$ cat config.mk
export PLATFORM = sky130hd
export DESIGN_NAME = rs232_rcv_flat
export DESIGN_NICKNAME = d
export VERILOG_FILES = /design/src/rtl/rs232_pkg.sv /design/src/rtl/rs232_rcv_if.sv /design/src/rtl/rs232_baud_tick.sv /design/src/rtl/rs232_rcv.sv /design/src/flat_wrapper.sv
export SDC_FILE = /design/constraint.sdc
export NUM_CORES = 1
export LEC_CHECK = 0
export CAP_MARGIN = 20
export CORE_MARGIN = 2
export CORE_UTILIZATION = 57
export DETAILED_ROUTE_END_ITERATION = 10
export GPL_ROUTABILITY_DRIVEN = 0
export PLACE_DENSITY = 0.78
export SYNTH_ARGS = -nofsm -noshare
export SYNTH_HDL_FRONTEND = slang
export SYNTH_SLANG_ARGS = --single-unit
$ cat constraint.sdc
create_clock -name clk_i -period 2.1 [get_ports clk_i]
set_input_delay 0.42 -clock clk_i [delete_from_list [all_inputs] [get_ports clk_i]]
set_output_delay 0.42 -clock clk_i [all_outputs]
set_load 0.01 [all_outputs]
$ cat src/rtl/rs232_pkg.sv
// rs232_pkg: shared FSM states, oversampling constants and 12 MHz baud increments for rs232_rcv/rs232_xmit.
package rs232_pkg;
  typedef enum logic [2:0] {IDLE, START, DATA, PARITY, STOP} rs232_state_t;
  localparam int OSR = 16;
  localparam int SAMPLE_MID = 8;
  localparam int DATA_BITS = 8;
  // Increments for a 16-bit accumulator: 12e6 * inc / 2^16 ~= 16 x baud
  localparam int BAUD_INC_115200 = 10066;
  localparam int BAUD_INC_57600 = 5033;
  localparam int BAUD_INC_9600 = 839;
endpackage

$ cat src/rtl/rs232_rcv_if.sv
// rs232_rcv_if: byte handshake and sticky error flags between rs232_rcv (slave) and its consumer (master).
// parity_err_o exists only when RS232_RCV_PARITY_EN is defined.
interface rs232_rcv_if;
  logic [7:0] data_o;
  logic data_avail_o;
  logic read_ack_i;
  logic framing_err_o;
  logic overrun_err_o;
  logic err_clr_i;
  logic busy_o;
`ifdef RS232_RCV_PARITY_EN
  logic parity_err_o;
`endif
  modport slave (
    output data_o, data_avail_o, framing_err_o, overrun_err_o, busy_o,
`ifdef RS232_RCV_PARITY_EN
    output parity_err_o,
`endif
    input read_ack_i, err_clr_i
  );
  modport master (
    input data_o, data_avail_o, framing_err_o, overrun_err_o, busy_o,
`ifdef RS232_RCV_PARITY_EN
    input parity_err_o,
`endif
    output read_ack_i, err_clr_i
  );
endinterface

$ cat src/rtl/rs232_baud_tick.sv
// rs232_baud_tick: free-running phase accumulator; tick_o is the one-clock carry out at 16x baud.
module rs232_baud_tick
  import rs232_pkg::*;
#(
  parameter int ACC_WIDTH = 16,
  parameter int BAUD_INC = BAUD_INC_115200
) (
  input  logic clk_i,
  input  logic reset_n_i,
  output logic tick_o
);
  logic [ACC_WIDTH:0] acc;
  always_ff @(posedge clk_i or negedge reset_n_i)
    if (!reset_n_i) acc <= '0;
    else acc <= {1'b0, acc[ACC_WIDTH-1:0]} + (ACC_WIDTH+1)'(BAUD_INC);
  assign tick_o = acc[ACC_WIDTH];
endmodule

$ cat src/rtl/rs232_rcv.sv
// rs232_rcv: 16x-oversampled 8N1 receiver with one-byte holding register and sticky framing/overrun flags.
// Define RS232_RCV_PARITY_EN for 8E1 frames with a sticky parity_err_o.
module rs232_rcv
  import rs232_pkg::*;
#(
  parameter int ACC_WIDTH = 16,
  parameter int BAUD_INC = BAUD_INC_115200,
  parameter int VOTE_LO = 7
) (
  input logic clk_i,
  input logic reset_n_i,
  input logic rx_i,
  rs232_rcv_if.slave bus
);
`ifdef RS232_RCV_PARITY_EN
  localparam rs232_state_t AFTER_DATA = PARITY;
`else
  localparam rs232_state_t AFTER_DATA = STOP;
`endif
  localparam logic [3:0] S_V0 = 4'(VOTE_LO);
  localparam logic [3:0] S_V1 = 4'(VOTE_LO + 1);
  localparam logic [3:0] S_V2 = 4'(VOTE_LO + 2);
  localparam logic [3:0] S_MID = 4'(SAMPLE_MID);
  localparam logic [3:0] S_END = 4'(OSR - 1);
  logic tick;
  logic [2:0] sync;
  logic rx_s, fall, maj, deliver, ferr_set;
  logic t_v0, t_v1, t_v2, t_mid, t_end;
  rs232_state_t state, state_n;
  logic [3:0] cnt, cnt_n;
  logic [2:0] bidx, bidx_n;
  logic [7:0] shift, shift_n;
  logic [1:0] vote, vote_n;
`ifdef RS232_RCV_PARITY_EN
  logic perr_set;
`endif
  rs232_baud_tick #(.ACC_WIDTH(ACC_WIDTH), .BAUD_INC(BAUD_INC)) u_baud_tick (
    .clk_i(clk_i),
    .reset_n_i(reset_n_i),
    .tick_o(tick)
  );
  // sync[1] is the synchronized line; sync[2] is its previous value for edge detect
  assign rx_s = sync[1];
  assign fall = sync[2] & ~sync[1];
  assign t_v0 = tick && cnt == S_V0;
  assign t_v1 = tick && cnt == S_V1;
  assign t_v2 = tick && cnt == S_V2;
  assign t_mid = tick && cnt == S_MID;
  assign t_end = tick && cnt == S_END;
  assign maj = (vote[0] & vote[1]) | (rx_s & (vote[0] | vote[1]));
  assign bus.busy_o = state != IDLE;
  always_comb begin
    state_n = state;
    cnt_n = tick ? cnt + 4'd1 : cnt;
    bidx_n = bidx;
    shift_n = shift;
    vote_n = {t_v1 ? rx_s : vote[1], t_v0 ? rx_s : vote[0]};
    deliver = 1'b0;
    ferr_set = 1'b0;
`ifdef RS232_RCV_PARITY_EN
    perr_set = 1'b0;
`endif
    case (state)
      IDLE: if (fall) begin
        state_n = START;
        cnt_n = '0;
      end
      START: if (t_mid && rx_s) state_n = IDLE;
        else if (t_end) begin
          state_n = DATA;
          bidx_n = '0;
        end
      DATA: begin
        if (t_v2) shift_n = {maj, shift[7:1]};
        if (t_end) begin
          bidx_n = bidx + 3'd1;
          state_n = bidx == 3'(DATA_BITS - 1) ? AFTER_DATA : DATA;
        end
      end
`ifdef RS232_RCV_PARITY_EN
      PARITY: begin
        if (t_v2) perr_set = ^{shift, maj};
        if (t_end) state_n = STOP;
      end
`endif
      // Leave at sample 9 so a back-to-back start edge is caught early
      STOP: if (t_v2) begin
        deliver = 1'b1;
        ferr_set = ~maj;
        state_n = IDLE;
      end
      default: state_n = IDLE;
    endcase
  end
  always_ff @(posedge clk_i or negedge reset_n_i)
    if (!reset_n_i) begin
      sync <= '1;
      state <= IDLE;
      cnt <= '0;
      bidx <= '0;
      shift <= '0;
      vote <= '0;
    end else begin
      sync <= {sync[1:0], rx_i};
      state <= state_n;
      cnt <= cnt_n;
      bidx <= bidx_n;
      shift <= shift_n;
      vote <= vote_n;
    end
  // A delivery on the same clock as read_ack_i wins and is not an overrun
  always_ff @(posedge clk_i or negedge reset_n_i)
    if (!reset_n_i) begin
      bus.data_o <= '0;
      bus.data_avail_o <= 1'b0;
      bus.framing_err_o <= 1'b0;
      bus.overrun_err_o <= 1'b0;
    end else begin
      if (deliver) bus.data_o <= shift;
      bus.data_avail_o <= deliver | (bus.data_avail_o & ~bus.read_ack_i);
      bus.framing_err_o <= ferr_set | (bus.framing_err_o & ~bus.err_clr_i);
      bus.overrun_err_o <= (deliver & bus.data_avail_o & ~bus.read_ack_i) | (bus.overrun_err_o & ~bus.err_clr_i);
    end
`ifdef RS232_RCV_PARITY_EN
  always_ff @(posedge clk_i or negedge reset_n_i)
    if (!reset_n_i) bus.parity_err_o <= 1'b0;
    else bus.parity_err_o <= perr_set | (bus.parity_err_o & ~bus.err_clr_i);
`endif
endmodule

$ cat src/flat_wrapper.sv
// flat-port wrapper written by rule: the top's interface ports become plain ports
module rs232_rcv_flat import rs232_pkg::*;
#(
  parameter int ACC_WIDTH = 16,
  parameter int BAUD_INC = BAUD_INC_115200,
  parameter int VOTE_LO = 7
)
  (clk_i, reset_n_i, rx_i, bus_data_o, bus_data_avail_o, bus_framing_err_o, bus_overrun_err_o, bus_busy_o, bus_read_ack_i, bus_err_clr_i);
  rs232_rcv_if bus_i ();
  input logic clk_i;
  input logic reset_n_i;
  input logic rx_i;
  output wire logic [$bits(bus_i.data_o)-1:0] bus_data_o;
  output wire logic [$bits(bus_i.data_avail_o)-1:0] bus_data_avail_o;
  output wire logic [$bits(bus_i.framing_err_o)-1:0] bus_framing_err_o;
  output wire logic [$bits(bus_i.overrun_err_o)-1:0] bus_overrun_err_o;
  output wire logic [$bits(bus_i.busy_o)-1:0] bus_busy_o;
  input wire logic [$bits(bus_i.read_ack_i)-1:0] bus_read_ack_i;
  input wire logic [$bits(bus_i.err_clr_i)-1:0] bus_err_clr_i;
  assign bus_data_o = bus_i.data_o;
  assign bus_data_avail_o = bus_i.data_avail_o;
  assign bus_framing_err_o = bus_i.framing_err_o;
  assign bus_overrun_err_o = bus_i.overrun_err_o;
  assign bus_busy_o = bus_i.busy_o;
  assign bus_i.read_ack_i = bus_read_ack_i;
  assign bus_i.err_clr_i = bus_err_clr_i;
  rs232_rcv #(.ACC_WIDTH(ACC_WIDTH), .BAUD_INC(BAUD_INC), .VOTE_LO(VOTE_LO)) u_core (.clk_i(clk_i), .reset_n_i(reset_n_i), .rx_i(rx_i), .bus(bus_i));
endmodule
## Word-level counts from Yosys, hierarchy flattened

Cells that the tools add are included.

- Bits in registers: 51
- Bits in latches: 0
- Bits in writable memories: 0
- Bits in read-only memories: 0
- Input port bits: 5
- Output and inout port bits: 12
- Logic and storage cells: 75
- Memories kept: 0

- Add/sub/neg operators: 3
- Multiply operators: 0
- Divide/modulo/power cells: 0
- $lt $le $gt $ge: 0
- Equality and inequality tests: 14
- Shift operators: 0
- Muxes and demuxes: 18
- Bitwise operators: 17
- Reduce and logical (&&, ||, !) cells: 11

Operators with widths:

| kind | count |
|---|---|
| 3-bit two-way mux | 9 |
| 16-bit by 14-bit adder with 17-bit output (second input constant) | 1 |
| 4-bit equality test (second input constant) | 3 |
| 4-bit two-way mux | 3 |
| 3-bit one-hot mux with 4 select lines | 1 |
| 1-bit AND | 8 |
| 2-bit by 1-bit != test with 1-bit output (second input constant) | 4 |
| 4-bit AND reduction | 2 |
| 3-bit equality test (second input constant) | 2 |
| 3-bit one-hot mux with 2 select lines | 1 |
| 1-bit logical AND | 5 |
| 1-bit bitwise OR | 5 |
| 4-bit by 1-bit adder with 4-bit output (second input constant) | 1 |
| 4-bit by 3-bit equality test with 1-bit output (second input constant) | 1 |
| 1-bit two-way mux | 4 |
| 1-bit NOT | 4 |
| 3-bit by 1-bit adder with 3-bit output (second input constant) | 1 |
| 3-bit by 1-bit equality test with 1-bit output (second input constant) | 1 |
| 3-bit by 2-bit equality test with 1-bit output (second input constant) | 1 |
| 3-bit zero test | 1 |
| 3-bit by 1-bit != test with 1-bit output (second input constant) | 1 |
| 3-bit nonzero test | 1 |
| 2-bit != test (second input constant) | 1 |
| 2-bit AND reduction | 1 |
| 2-bit nonzero test | 1 |

## Longest topological paths before layout

- Depth after elaboration: 7
- Depth in mapped cells: 5
- Gate-level depth less buffers: 5

## By module

From an unflattened synthesis, not the netlist that was laid out.

- Cell total of the unflattened synthesis: 182
- Area total of the unflattened synthesis: 2299.7 um^2

Modules (own cells, without submodules):

| module | times used | cells an instance | area an instance (um^2) |
|---|---|---|---|
| rs232_rcv | 1 | 112 | 1540.2 |
| rs232_baud_tick | 1 | 70 | 759.5 |

## Worst setup path after synthesis

Ideal clock, no wire load.

- Path kind: register -> register
- Start point: reg u_core.state[2]
- End point: reg u_core.shift[0]
- Library setup time: 125 ps
- Data arrival time: 1347 ps
- Data required time: 1975 ps
- Setup slack: 628 ps
- Stages on the path, launching flop included: 4
- Buffers on the path: 0
- Cells stage by stage: dfrtp_1 > or3b_4 > nor2_4 > mux2_2

- Word-level cells in the longest chain between the ends: 2

Ends and longest elaborated chain:

| item | RTL line | source |
|---|---|---|
| from (decl) | rs232_rcv.sv:29 | `rs232_state_t state, state_n;` |
| from (signal assigned) | rs232_rcv.sv:105 | `state <= state_n;` |
| 3-bit by 2-bit equality test with 1-bit output | rs232_rcv.sv:63 | `case (state)` |
| 2-bit AND reduction (no line) | -- |  |
| to (signal assigned) | rs232_rcv.sv:108 | `shift <= shift_n;` |
| to (decl) | rs232_rcv.sv:32 | `logic [7:0] shift, shift_n;` |

No other way between the ends.
A chain may end at the register's enable or synchronous reset.

## Worst setup path after layout

- Start point: reg u_core.state[2]
- End point: out bus_busy_o

- Word-level cells in the longest chain between the ends: 1

Ends and longest elaborated chain:

| item | RTL line | source |
|---|---|---|
| 3-bit nonzero test | rs232_rcv.sv:51 | `assign bus.busy_o = state != IDLE;` |
| to (decl) | flat_wrapper.sv:17 | `output wire logic [$bits(bus_i.busy_o)-1:0] bus_busy_o;` |

No other way between the ends.

==> out/metrics.yaml <==
setup_viol: 0
drt-total-wl_um: 3632
tritoncts: "yes"
async_reset_ff_share_pct: 100.0
crit_chain: "or3_2 -> dlygate4sd2_1"
tns_ns: 0
maxCapViolations: 0
antenna_cells: 0
place_area_mm2: 0.002412
p_leak_nw: 1.143
max_stage_delay_ns: 0.50
worstPathRequired_ns: 1.68
slew_headroom_pct: 65.08
power_density_mw_per_mm2: 729.7
arrival_ns: 1.48
max_freq_ghz: 0.5258
drt_iter0_drc: 66
cts_root_buf: "clkbuf_8"
ys.flop_type: "dfrtp_1"
insertion_delay_ns: 0.30
cts.clk_slew.worst_paths_ns: 0.09
dpl.cell_count: 239
cp-end-kind: "output pin"
via_count: 1384
synth-edff-count: 0
grt_pass1_vias: 1458
cp_num_buf_inv: 1
ios: 17
skew_ns: 0.009222
overflow: 0
ant_nets: 0
hp-class: "in2async"
synth_fp_nets: 187
htreeDepth: 2
period_share_pct: 90.57
num_rows: 22
die_x_um: 65.98
core_mm2: 0.003689
path_class: "reg2out"
postSynthAreaPerCell_um2: 12.44
yosysSeqAreaShare_pct: 57.31
vdd_ir_drop_max_mv: 0.5363
min_period_ns: 1.902
hold_ws_ns: 0.09502
grt.total_usage_pct: 19.79
post_drt_wl_per_cell_um: 14.59
antenna_found_initial: 0
final_cell_count_no_fill: 249
cts-hold-fix-buffers: 0
drv_slew: 0
hold_viol_final: 0
ys.warnings.count: 0
drt-vias-per-instance: 5.558
synth_top_area_share_pct: 53.71
synthToLayoutAreaGrowth_pct: 15.37
cpMaxStageDelayCell: "or3_2"
critPathMaxFanout: 2
status: "completed"
synth_area_mm2: 0.002190
ys_ff_latch: 50
cts_max_path_buffers: 2
drtPass1Iterations: 4
remaining_drc_errors: 0
synth.area.top_cells: "dfrtp_1 54%, mux2_2 9.3%, dfstp_2 3.6%"
totalPowerFinal_mw: 1.843
start_util_pct: 59.36
cts_buffers: 5
die_y_um: 65.98
yosysTopAreaCell: "dfrtp_1"
cts_sinks: 50
rsz0062_at_grt: "false"
die-area_mm2: 0.004353
tightest_slew_ns: 0.5191
numPortBuffers: 16
design_area_mm2: 0.002526
grt_pass1_wl_um: 6430
cp_top_family: "simple AND/OR/NAND/NOR gates"
final_layout_size_suffix_gt1_share_pct: 22.39
cp-start-kind: "flip-flop"
place_hpwl_um: 2612
layout.nets: 211
grt_start_max_net_pins: 51
ys_types: 46
syn_inst: 176
metal layers:
layer | share of wire (%) | vias up | GRT usage (%)
met2 | 53 | 19 | 34.22
met5 | 0 | - | 0
met3 | 2.9 | 2 | 5.622
met1 | 43 | 694 | 23.68
met4 | 0.80 | 0 | 6.888
li1 | - | 669 | -
state kept, by name, summed over array words and instances (netlist names):
register                  count
u_core.bidx                   3
u_core.sync                   3
u_core.cnt                    4
u_core.u_baud_tick.acc       16
u_core.bus.data_o             8
u_core.bus.overrun_err_o      1
u_core.shift                  8
u_core.bus.data_avail_o       1
u_core.state                  3
u_core.vote                   2
u_core.bus.framing_err_o      1
cell usage after synthesis, types with 3 or more instances:
library cell,count
dfrtp_1,47
mux2_2,18
nor2_1,14
nand2_1,10
inv_1,8
xnor2_1,8
ha_1,6
o21ai_0,6
xor2_1,5
nor3_1,4
a21oi_1,3
dfstp_2,3
nand4_1,3
o22ai_1,3
logic make-up (layout without fill, tap and decap cells):
kind of cell,count (synthesis),after routing,synth area share (%)
xor+xnor,13,13,5.200
fa+ha+maj,7,7,3.886
flops,50,50,57.31
simple gates,49,49,12.34
mux,20,20,10.40
compound gates,26,26,8.572
buf+inv,11,36,2.285
cell usage in the layout, fill, tap and decap left out, types with 4 or more instances in the layout:
| cell type | synthesis | routed |
|---|---|---|
| xor2_1 | 5 | 5 |
| o21ai_0 | 6 | 6 |
| inv_1 | 8 | 8 |
| ha_1 | 6 | 6 |
| clkdlybuf4s50_1 | 0 | 14 |
| xnor2_1 | 8 | 8 |
| nor3_1 | 4 | 4 |
| dfrtp_1 | 47 | 47 |
| clkbuf_8 | 0 | 6 |
| nor2_1 | 14 | 14 |
| mux2_2 | 18 | 18 |
| nand2_1 | 10 | 10 |
area by class of cell:
class                   instances  area, um2
inverters                       8      30.03
clock buffers                   6      82.58
clock inverters                 2      17.52
multi-input cells             115      884.6
repair buffers                 20      196.4
well taps                      48      60.06
flip-flops and latches         50       1255
fillers                       281       1162
through the flow:
stage                     setup WS [ns]  util [%]
final                            0.1981     68.49
after global routing             0.1286     68.49
after CTS                        0.1765     68.49
after detailed placement         0.2470     65.40
after global placement           0.2867     65.40
after floorplan                  0.6282         -
power breakdown:
part	internal [mW]	switching, mW	total (mW)
Combinational	0.0901	0.0946	0.185
Clock	0.271	0.308	0.579
Sequential	1.01	0.0651	1.08
Total	1.38	0.467	1.84
path summary, 6_finish.rpt:
path / cells past startpoint / to / slack [ns] / start
setup / recovery: 2 / bus_busy_o / 0.20 / u_core.state[2]
hold / removal: 2 / u_core.cnt[2] / 0.1 / reset_n_i
setup reg to reg: 4 / u_core.shift[4] / 0.41 / u_core.state[2]
hold reg to reg: 0 / u_core.sync[1] / 0.36 / u_core.sync[0]
max in group asynchronous: 2 / u_core.sync[0] / 1.74 / reset_n_i
min in group clk_i: 0 / u_core.sync[1] / 0.36 / u_core.sync[0]
timing repair:
item | in CTS | in global routing
gates resized for setup | 1 | 0
buffers inserted | 2 | 0
endpoints found under the setup margin | 1 | 0
No activity file was read; power rests on OpenSTA's default activity.
